--- config.mk ---
export PLATFORM = sky130hd
export DESIGN_NAME = perceptron_train_ctrl
export DESIGN_NICKNAME = d
export VERILOG_FILES = /design/src/rtl/perceptron_train_ctrl.sv
export SDC_FILE = /design/constraint.sdc
export NUM_CORES = 1
export LEC_CHECK = 0
export ABC_AREA = 1
export BUFFER_PORTS_ARGS = -buffer_cell sky130_fd_sc_hd__buf_2
export CAP_MARGIN = 20
export CORE_AREA = 2 2 197 199
export DETAILED_ROUTE_END_ITERATION = 10
export DIE_AREA = 0 0 199 201
export GPL_TIMING_DRIVEN = 0
export HOLD_SLACK_MARGIN = 0.12
export PLACE_DENSITY = 0.77
export SLEW_MARGIN = 40
export SYNTH_ARGS = -nofsm -noshare
export SYNTH_HDL_FRONTEND = slang
export SYNTH_SLANG_ARGS = --single-unit
--- constraint.sdc ---
create_clock -name clk -period 2.1 [get_ports clk]
set_input_delay 0 -clock clk [delete_from_list [all_inputs] [get_ports clk]]
set_output_delay 0 -clock clk [all_outputs]
set_load 0.02 [all_outputs]
--- src/rtl/perceptron_train_ctrl.sv ---
// Perceptron weight-table training controller: arbitrates the single-port weight RAM
// between prediction lookups and a read-modify-write training sequence.
module perceptron_train_ctrl #(
  parameter int unsigned IDX_W     = 7,
  parameter int unsigned THETA     = 14,
  parameter int unsigned STALL_MAX = 4
) (
  input  logic              clk,
  input  logic              rst,
  input  logic              lk_req,
  input  logic [IDX_W-1:0]  lk_idx,
  output logic              lk_gnt,
  input  logic              rs_valid,
  output logic              rs_ready,
  input  logic [IDX_W-1:0]  rs_idx,
  input  logic              rs_taken,
  input  logic              rs_pred,
  input  logic [8:0]        rs_sum,
  input  logic [15:0]       rs_ghr,
  input  logic [47:0]       rs_rsh,
  output logic              mem_en,
  output logic              mem_we,
  output logic [IDX_W-1:0]  mem_addr,
  output logic [193:0]      mem_wdata,
  input  logic [193:0]      mem_rdata,
  output logic              busy,
  output logic [15:0]       upd_cnt
);

  localparam int unsigned ROW_W    = 194;
  localparam int unsigned GHR_W    = 16;
  localparam int unsigned RSH_W    = 48;
  localparam int unsigned CONV_LSB = 0;
  localparam int unsigned RS_LSB   = 48;
  localparam int unsigned BIAS_LSB = 192;
  localparam int unsigned STALL_W  = $clog2(STALL_MAX + 1);

  typedef enum logic [1:0] {IDLE, RD, CAP, WR} state_t;

  state_t             state_q, state_n;
  logic [IDX_W-1:0]   cap_idx;
  logic               cap_taken;
  logic [GHR_W-1:0]   cap_ghr;
  logic [RSH_W-1:0]   cap_rsh;
  logic [ROW_W-1:0]   row_q;
  logic [ROW_W-1:0]   new_row;
  logic [STALL_W-1:0] stall_q;
  logic [9:0]         sum_ext;
  logic [9:0]         abs_sum;
  logic               need;
  logic               fsm_rw;
  logic               force_fsm;
  logic               cap_en;
  logic               row_en;
  logic               wr_fire;

  // 3-bit weight step of +/-1, saturated to [-3,+3]; -4 is never produced
  function automatic logic [2:0] step_w(input logic [2:0] w, input logic up);
    logic [3:0] s;
    s = {w[2], w} + (up ? 4'b0001 : 4'b1111);
    if (!s[3] && (s > 4'd3))          return 3'b011;
    else if (s[3] && (s < 4'b1101))   return 3'b101;
    else                              return s[2:0];
  endfunction

  // 2-bit bias step of +/-1, saturated to [-1,+1]
  function automatic logic [1:0] step_b(input logic [1:0] b, input logic up);
    logic [2:0] s;
    s = {b[1], b} + (up ? 3'b001 : 3'b111);
    if (!s[2] && (s > 3'd1))          return 2'b01;
    else if (s[2] && (s < 3'b111))    return 2'b11;
    else                              return s[1:0];
  endfunction

  // |sum| taken at 10 bits so that -256 stays 256
  always_comb begin
    sum_ext = {rs_sum[8], rs_sum};
    abs_sum = sum_ext[9] ? (10'd0 - sum_ext) : sum_ext;
    need    = (rs_pred != rs_taken) || (abs_sum <= 10'(THETA));
  end

  // Updated row: product t*x is +1 exactly when outcome and history bit agree
  always_comb begin
    new_row = row_q;
    for (int j = 0; j < GHR_W; j++)
      new_row[CONV_LSB + 3*j +: 3] = step_w(row_q[CONV_LSB + 3*j +: 3], cap_taken ~^ cap_ghr[j]);
    for (int j = 0; j < RSH_W; j++)
      new_row[RS_LSB + 3*j +: 3] = step_w(row_q[RS_LSB + 3*j +: 3], cap_taken ~^ cap_rsh[j]);
    new_row[BIAS_LSB +: 2] = step_b(row_q[BIAS_LSB +: 2], cap_taken);
  end

  // RAM arbitration and next-state logic
  always_comb begin
    state_n   = state_q;
    cap_en    = 1'b0;
    row_en    = 1'b0;
    wr_fire   = 1'b0;
    mem_en    = 1'b0;
    mem_we    = 1'b0;
    mem_addr  = cap_idx;
    mem_wdata = new_row;
    fsm_rw    = (state_q == RD) || (state_q == WR);
    force_fsm = fsm_rw && (stall_q >= STALL_W'(STALL_MAX));
    lk_gnt    = lk_req && !force_fsm;
    rs_ready  = (state_q == IDLE);
    busy      = (state_q != IDLE);

    if (lk_gnt) begin
      mem_en   = 1'b1;
      mem_addr = lk_idx;
    end

    case (state_q)
      IDLE: begin
        if (rs_valid) begin
          cap_en = 1'b1;
          if (need) state_n = RD;
        end
      end
      RD: begin
        if (!lk_gnt) begin
          mem_en  = 1'b1;
          state_n = CAP;
        end
      end
      CAP: begin
        row_en  = 1'b1;
        state_n = WR;
      end
      WR: begin
        if (!lk_gnt) begin
          mem_en  = 1'b1;
          mem_we  = 1'b1;
          wr_fire = 1'b1;
          state_n = IDLE;
        end
      end
      default: state_n = IDLE;
    endcase
  end

  always_ff @(posedge clk or negedge rst) begin
    if (!rst) begin
      state_q   <= IDLE;
      cap_idx   <= '0;
      cap_taken <= 1'b0;
      cap_ghr   <= '0;
      cap_rsh   <= '0;
      row_q     <= '0;
      upd_cnt   <= '0;
      stall_q   <= '0;
    end else begin
      state_q <= state_n;
      if (cap_en) begin
        cap_idx   <= rs_idx;
        cap_taken <= rs_taken;
        cap_ghr   <= rs_ghr;
        cap_rsh   <= rs_rsh;
      end
      if (row_en) row_q <= mem_rdata;
      if (wr_fire && (upd_cnt != 16'hFFFF)) upd_cnt <= upd_cnt + 16'd1;
      // Stall count tracks lookups starving an RD/WR; cleared once the FSM gets the RAM
      if (fsm_rw) begin
        if (lk_gnt) begin
          if (stall_q < STALL_W'(STALL_MAX)) stall_q <= stall_q + STALL_W'(1);
        end else begin
          stall_q <= '0;
        end
      end
    end
  end

endmodule

==> impl_metrics.csv, run 1 <==
group,metric,value,unit
floorplan,fp.dieH,201,um
synthesis,synth_common_cells,"nand2_1 (843), dfrtp_1 (287), ha_1 (201), nand3_1 (136), o21ai_0 (133)",
placed_design,port_buffers,508,
synthesis,ys_types,34,
sta,crit_endpoint,"mem_wdata[30]",
synthesis,ys_seq_area_share,37.6,%
placed_design,hpwl,43900,um
sta,worst_endpoint_kind,"output port",
run_status,error,"[ERROR GRT-0232] Routing congestion too high. Check the congestion heatmap in the GUI.",
synthesis,netlist_area,0.0191,mm^2
synthesis,synth_ff_type,"dfrtp_1",
synthesis,synth_most_common_cell,"nand2_1",
synthesis,syn_avg_cell_area,8.66,um^2
global_route,grt_start_max_net_pins,69,
cts,cts-root-buf,"clkbuf_16",
cts,cts.sinks,287,
floorplan,pin_count,509,
run_status,status,"did not finish",
synthesis,synth_nets,2758,
floorplan,start_util,50.1,%
synthesis,synth_area_leader_cell,"dfrtp_1",
cts,cts_max_level,2,
placed_design,gp_congestion,0.898,
global_route,grt_usage,63.9,%
floorplan,fp-row-count,72,
synthesis,synth-edff-count,0,
cts,numCtsBuffers,35,
global_route,grt_overflow_total,24,
synthesis,synthCells,2205,
synthesis,async_flop_share,100,%
synthesis,ys_seq_elements,287,
run_status,failed_stage,"global routing (5_1_grt)",
synthesis,synth_area_leaders,"dfrtp_1 (38%), nand2_1 (17%), ha_1 (13%), fa_1 (6.8%), mux2_2 (4.2%)",
floorplan,die_w,199,um
synthesis,synth_top_area_share,37.6,%
cts,cts.path.max_buffers,3,
synthesis,yosys_warnings,0,
==> metal layers <==
| metal | GRT overflow | track usage (%) |
|---|---|---|
| met1 | 0 | 60.6 |
| met2 | 14 | 85.1 |
| met3 | 0 | 47.3 |
| met4 | 10 | 64.1 |
| met5 | 0 | 11.7 |
==> what timing repair did <==
item / CTS
pin swaps: 38
hold buffers: 274
endpoints found under the hold margin: 501
resized for setup: 387
gates cloned: 1
setup buffers: 5
setup endpoints to repair: 271
==> through the flow <==
stage | std cells | setup WS, ns | hold slack, ns | instance area [um^2] | TNS, ns
global placement | 3231 | -4.44 | 0.201 | 22500 | -1322.16
floorplan | 2205 | 0.0561 | -0.296 | 19300 | 0
CTS | 3577 | -0.590 | 0.170 | 28500 | -92.19
detailed placement | 3235 | -0.483 | -0.0340 | 22600 | -49.58
==> kinds of logic after synthesis <==
logic type,count (synthesis),share of synthesized area [%]
xor gates and xnor gates,140,6.42
muxes,71,4.19
AOI/OAI and AO/OA,140,3.73
DFF,287,37.6
adders and majority gates,266,20.0
and+or+nand+nor,1151,24.9
buffers and inverters,150,3.20
==> inputs of run 2 (changes only) <==
- CORE_AREA: 2 2 197 199 -> default
- CORE_MARGIN: default -> 2
- CORE_UTILIZATION: default -> 40
- DIE_AREA: 0 0 199 201 -> default
- HOLD_SLACK_MARGIN: 0.12 -> default
- PLACE_DENSITY: 0.77 -> default
- PLACE_DENSITY_LB_ADDON: default -> 0.15
==> run 2 against run 1 <==
  * The flow now finishes, with violations (setup timing)
  * Synthesized cell count stayed put
  * Area after synthesis stayed put
==> impl_metrics.csv, run 2 <==
group,metric,value,unit
route,vias_per_cell,4.86,
floorplan,die_area,0.0495,mm^2
floorplan,fp.dieH,223,um
cts,cts.sinks,287,
setup_path,cp.arrival,2.68,ns
setup_path,crit_path_start_kind,"register",
layout,regArea,0.00718,mm^2
global_route,grt_start_max_net_pins,66,
synthesis,netlist_area,0.0191,mm^2
global_route,antenna_found_initial,6,
setup_path,worstPathCellList,"buf_12, buf_4, buf_12, xor2_4, fa_2, xnor2_2, o21ai_2, nand2_1, nand2_2, buf_6",
synthesis,async_flop_share,100,%
sta,setup_ws,-0.581,ns
setup_path,cpMaxStageDelayCell,"dfrtp_1",
cts,cts.reportedPaths.clkPinSlew,0.06,ns
sta,min_period,2.68,ns
setup_path,critPathCaptureType,"primary output",
placed_design,place_area,0.0227,mm^2
placed_design,port_buffers,508,
synthesis,synth_common_cells,"nand2_1 (843), dfrtp_1 (287), ha_1 (201), nand3_1 (136), o21ai_0 (133)",
floorplan,coreArea,0.0474,mm^2
sta,fin_crit_sh,128,%
synthesis,synthCells,2205,
route,drtAntennaViolNets,0,
layout,top_register,"row_q",
synthesis,yosys_warnings,0,
route,drc,0,
sta,slew_headroom,51.0,%
layout,multiInputGateArea,0.0132,mm^2
sta,rsz0062_at_grt,"true",
synthesis,synth_nets,2758,
layout,largest_reg_flops,194,
run_status,violations,"setup timing",
sta,tns,-89.76,ns
run_status,status,"finished with violations",
global_route,grt_first_pass_wirelength,96500,um
layout,nNetsFinal,3588,
setup_path,critical_path_buf_inv_count,4,
route,wirelength,61100,um
floorplan,fp-row-count,80,
run,max_cap_viol_count,0,
setup_path,reg2regPathDepth,5,
synthesis,ys_seq_area_share,37.6,%
synthesis,synth_area_leader_cell,"dfrtp_1",
setup_path,rr_startpoint,"state_q[0]$_DFFE_PN0P_",
sta,whs,0.0191,ns
sta,setup-violations-final,268,
sta,worst_pin_slew,0.733,ns
placed_design,hpwl,44300,um
route,dr.pass1.iters,8,
synthesis,synth_top_area_share,37.6,%
synthesis,synth_most_common_cell,"nand2_1",
sta,drv_slew,0,
setup_path,rrSetupSlack,-0.23,ns
cts,cts.path.max_buffers,3,
setup_path,worstPathRequired,2.10,ns
route,vias,17900,
setup_path,worstReg2RegEnd,"cap_rsh[22]$_DFFE_PN0P_",
synthesis,ys_seq_elements,287,
layout,top_regs,"row_q: 194 flops, cap_rsh: 48 flops",
synthesis,synth_area_leaders,"dfrtp_1 (38%), nand2_1 (17%), ha_1 (13%), fa_1 (6.8%), mux2_2 (4.2%)",
cts,cts_tree,"yes",
cts,cts-root-buf,"clkbuf_16",
setup_path,crit_type,"register to primary output",
cts,numCtsBuffers,39,
floorplan,die_w,223,um
layout,final_common_cell,"nand2_1",
layout,fin_util,60.9,%
sta,max_freq,0.373,GHz
layout,syn_to_final_growth,51.3,%
global_route,grt_pass1_vias,18700,
sta,hold_violations,0,
route,routedWlPerCell,16.7,um
setup_path,critical_path.top_delay_family,"buffers and inverters",
layout,fin_area,0.0289,mm^2
cts,clkLatencyLatePin,0.55,ns
setup_path,cpPeakStageDelay,0.42,ns
synthesis,synth-edff-count,0,
sta,skew,0.00615,ns
synthesis,ys_types,34,
floorplan,pin_count,509,
synthesis,syn_avg_cell_area,8.66,um^2
route,drtIter0Drc,859,
setup_path,crit_top_cell,"buf_12",
cts,cts_max_level,2,
floorplan,start_util,40.3,%
layout,fill_cells,4017,
hold_path,hold_class,"input port to async pin",
layout,final_cell_mix,"nand2_1 (825), buf_2 (427), dfrtp_1 (287)",
global_route,grt_overflow_total,0,
global_route,grt_usage,24.3,%
setup_path,crit_fanout,8,
layout,drive_gt1_share,32.2,%
synthesis,synth_ff_type,"dfrtp_1",
placed_design,gp_congestion,0.869,
==> run 2: cell families (layout without fill, tap and decap cells) <==
| logic type | count (synthesis) | in the layout | synth area share [%] |
|---|---|---|---|
| AND/OR/NAND/NOR | 1151 | 1151 | 24.9 |
| other | 0 | 3 | 0 |
| adder cells (fa/ha/maj) | 266 | 266 | 20.0 |
| AO/OA/AOI/OAI | 140 | 140 | 3.73 |
| multiplexers | 71 | 71 | 4.19 |
| flip-flops | 287 | 287 | 37.6 |
| XOR/XNOR | 140 | 140 | 6.42 |
| buffers and inverters | 150 | 999 | 3.20 |
==> run 2: worst max-delay path by stage <==
| stage | startpoint | end | slack, ns | cells after the start |
|---|---|---|---|---|
| after floorplan | cap_taken$_DFFE_PN0P_ | mem_wdata[105] | 0.06 | 8 |
| after global placement | rst | upd_cnt[14]$_DFFE_PN0P_ | -4.76 | 1 |
| after detailed placement | cap_taken$_DFFE_PN0P_ | mem_wdata[45] | -0.47 | 9 |
| after CTS | cap_taken$_DFFE_PN0P_ | mem_wdata[24] | -0.60 | 9 |
| after global routing | cap_taken$_DFFE_PN0P_ | mem_wdata[15] | -0.71 | 9 |
| final | cap_taken$_DFFE_PN0P_ | mem_wdata[112] | -0.58 | 10 |
==> run 2: repair_timing <==
item | 4_1_cts | 5_1_grt
hold endpoints to repair | 430 | 0
pin swaps | 44 | 27
cloned | 1 | 0
hold buffers | 270 | 0
resized for setup | 304 | 147
buffers inserted | 5 | 3
setup endpoints to repair | 297 | 430
==> run 2: area by class of cell <==
type	count	share of cell area [%]
timing repair buffer	789	20.3
antenna	3	0.0260
sequential	287	24.8
clock inverter	1	0.104
inverter	91	1.19
multi-input combinational	1768	45.6
buffer	59	1.32
tap	615	2.66
clock buffer	59	3.96
==> run 2: worst register-to-register path, stage by stage, from the launching register on <==
cell and delay (ns):
dfrtp_1 0.40, inv_1 0.08, ha_1 0.28, nand2_1 0.57
buf_2 0.49, mux2_2 0.39
==> run 2: layer usage <==
metal	up-vias	routed length, um	global-route usage [%]
met1	8556	24500	28.5
li1	8704	-	-
met5	-	42	0
met2	449	31000	43.6
met4	6	2330	9.35
met3	145	3310	5.16
==> run 2: through the flow <==
step / cells / setup slack [ns]
final: 3672 / -0.581
after global routing: 3672 / -0.709
after CTS: 3668 / -0.597
after detailed placement: 3332 / -0.467
after global placement: 3328 / -4.76
after floorplan: 2205 / 0.0561
Power of run 2 is not shown: default switching activity piles up to over one toggle a cycle in this logic, so the estimate is an artifact.
==> inputs of run 3 (changes only) <==
- TNS_END_PERCENT: default -> 5
==> run 3 against run 2 <==
  * The run still ends with setup timing left
  * Worst hold slack gained 0.039 ns
  * Via count fell by 1.0%
  * Fmax fell by 1.1%
  * Critical path depth down 2
  * Global-route usage is 0.33 points lower
  * Critical endpoint is now mem_wdata[124]
==> impl_metrics.csv, run 3 (synthesis results as in run 2) <==
group,metric,value,unit
run_status,status,"finished with violations",
run_status,violations,"setup timing",
floorplan,fp-row-count,80,
layout,final_common_cell,"nand2_1",
setup_path,cp.arrival,2.71,ns
route,wirelength,60500,um
route,drc,0,
cts,numCtsBuffers,38,
sta,max_freq,0.369,GHz
setup_path,worstPathCellList,"buf_12, buf_16, xor2_4, fa_1, xnor2_1, or2_2, nand2_1, buf_2",
layout,nNetsFinal,3585,
sta,setup-violations-final,199,
floorplan,pin_count,509,
layout,final_cell_mix,"nand2_1 (837), buf_2 (410), dfrtp_1 (286)",
cts,cts_max_level,2,
global_route,grt_usage,24.0,%
global_route,grt_start_max_net_pins,72,
hold_path,hold-path-endpoint,"state_q[0]$_DFFE_PN0P_",
setup_path,crit_fanout,10,
sta,fin_crit_sh,129,%
route,dr.pass1.iters,7,
layout,regArea,0.00718,mm^2
sta,skew,0.0117,ns
layout,layout.cells.non_filler,3680,
sta,worst_pin_slew,0.553,ns
route,vias,17700,
hold_path,hold_class,"input port to register",
route,routedWlPerCell,16.4,um
hold_path,hold_depth,7,
setup_path,worstPathRequired,2.10,ns
setup_path,worstReg2RegEnd,"cap_rsh[3]$_DFFE_PN0P_",
layout,syn_to_final_growth,48.3,%
floorplan,coreArea,0.0474,mm^2
layout,top_register,"row_q",
floorplan,start_util,40.3,%
cts,clkLatencyLatePin,0.55,ns
layout,largest_reg_flops,194,
layout,drive_gt1_share,29.7,%
sta,min_period,2.71,ns
setup_path,critPathCaptureType,"primary output",
sta,drv_slew,0,
setup_path,reg2regPathDepth,5,
setup_path,cpMaxStageDelayCell,"dfrtp_2",
route,drtAntennaViolNets,0,
sta,rsz0062_at_grt,"true",
setup_path,crit_type,"register to primary output",
cts,cts-root-buf,"clkbuf_16",
cts,cts.reportedPaths.clkPinSlew,0.06,ns
sta,setup_ws,-0.610,ns
placed_design,gp_congestion,0.873,
layout,multiInputGateArea,0.0125,mm^2
global_route,grt_first_pass_wirelength,94100,um
sta,slew_headroom,63.1,%
floorplan,die_area,0.0495,mm^2
global_route,grt_overflow_total,0,
floorplan,fp.dieH,223,um
global_route,antenna_found_initial,4,
floorplan,die_w,223,um
cts,cts.sinks,287,
placed_design,hpwl,44400,um
global_route,grt_pass1_vias,18200,
cts,cts.path.max_buffers,3,
route,drtIter0Drc,748,
setup_path,rrSetupSlack,0.08,ns
cts,cts_tree,"yes",
route,vias_per_cell,4.80,
layout,fill_cells,4095,
layout,top_regs,"row_q: 194 flops, cap_rsh: 48 flops",
run,max_cap_viol_count,0,
setup_path,cpPeakStageDelay,0.43,ns
setup_path,crit_path_start_kind,"register",
placed_design,dp_cells,3332,
setup_path,rr_startpoint,"state_q[0]$_DFFE_PN0P_",
placed_design,port_buffers,508,
hold_path,worstHoldStart,"rs_sum[4]",
sta,hold_violations,0,
## run 3: how the worst max path moves through the flow
stage	start	end	slack, ns
3_5_place_dp	cap_taken$_DFFE_PN0P_	mem_wdata[45]	-0.66
4_1_cts	cap_taken$_DFFE_PN0P_	mem_wdata[108]	-0.62
5_1_grt	cap_taken$_DFFE_PN0P_	mem_wdata[142]	-0.73
6_report	cap_taken$_DFFE_PN0P_	mem_wdata[124]	-0.61
3_3_place_gp	rst	row_q[133]$_DFFE_PN0P_	-4.73
2_1_floorplan	cap_taken$_DFFE_PN0P_	mem_wdata[183]	-0.08
## run 3: worst max-delay path: cells and delay by family, from the launching register on
family,cells,cell delay [ns]
flops,1,0.43
buf+inv,3,0.54
simple gates,2,0.42
xor+xnor,2,0.37
fa+ha+maj,1,0.39
## run 3: layer usage
| metal | global-route usage [%] | wire (um) | vias up |
|---|---|---|---|
| li1 | - | - | 8708 |
| met1 | 28.6 | 24600 | 8360 |
| met2 | 42.4 | 30100 | 497 |
| met3 | 5.38 | 3750 | 111 |
| met4 | 8.94 | 2010 | 0 |
| met5 | 0 | 0 | - |
## run 3: timing repair
action,4_1_cts,5_1_grt
pin swaps,1,18
endpoints found under the setup margin,269,304
hold buffers,270,0
gates resized for setup,177,225
buffers inserted,0,4
hold endpoints to repair,443,0
gates cloned,0,1
## run 3: layout make-up
| class | count | share of cell area (%) |
|---|---|---|
| diodes | 4 | 0.0353 |
| plain buffers | 59 | 1.51 |
| clock buffers | 62 | 4.25 |
| clock inverters | 7 | 0.239 |
| inverters | 91 | 1.21 |
| multi-input cells | 1768 | 44.1 |
| flip-flops and latches | 287 | 25.4 |
| well taps | 615 | 2.72 |
| repair buffers | 787 | 20.6 |
## run 3: metrics by stage
| step | util [%] | setup WS [ns] | hold slack [ns] | area (um^2) | setup TNS (ns) |
|---|---|---|---|---|---|
| final | 59.7 | -0.610 | 0.0582 | 28300 | -80.29 |
| after global routing | 59.7 | -0.732 | 0.0742 | 28300 | -105.79 |
| after CTS | 57.6 | -0.619 | 0.00645 | 27300 | -90.56 |
| after detailed placement | 47.5 | -0.657 | -0.0639 | 22600 | -62.06 |
| after global placement | 47.3 | -4.73 | 0.202 | 22400 | -1430.01 |
| after floorplan | - | -0.0763 | -0.296 | 19100 | -6.15 |
Power of run 3 is left out for the same reason.
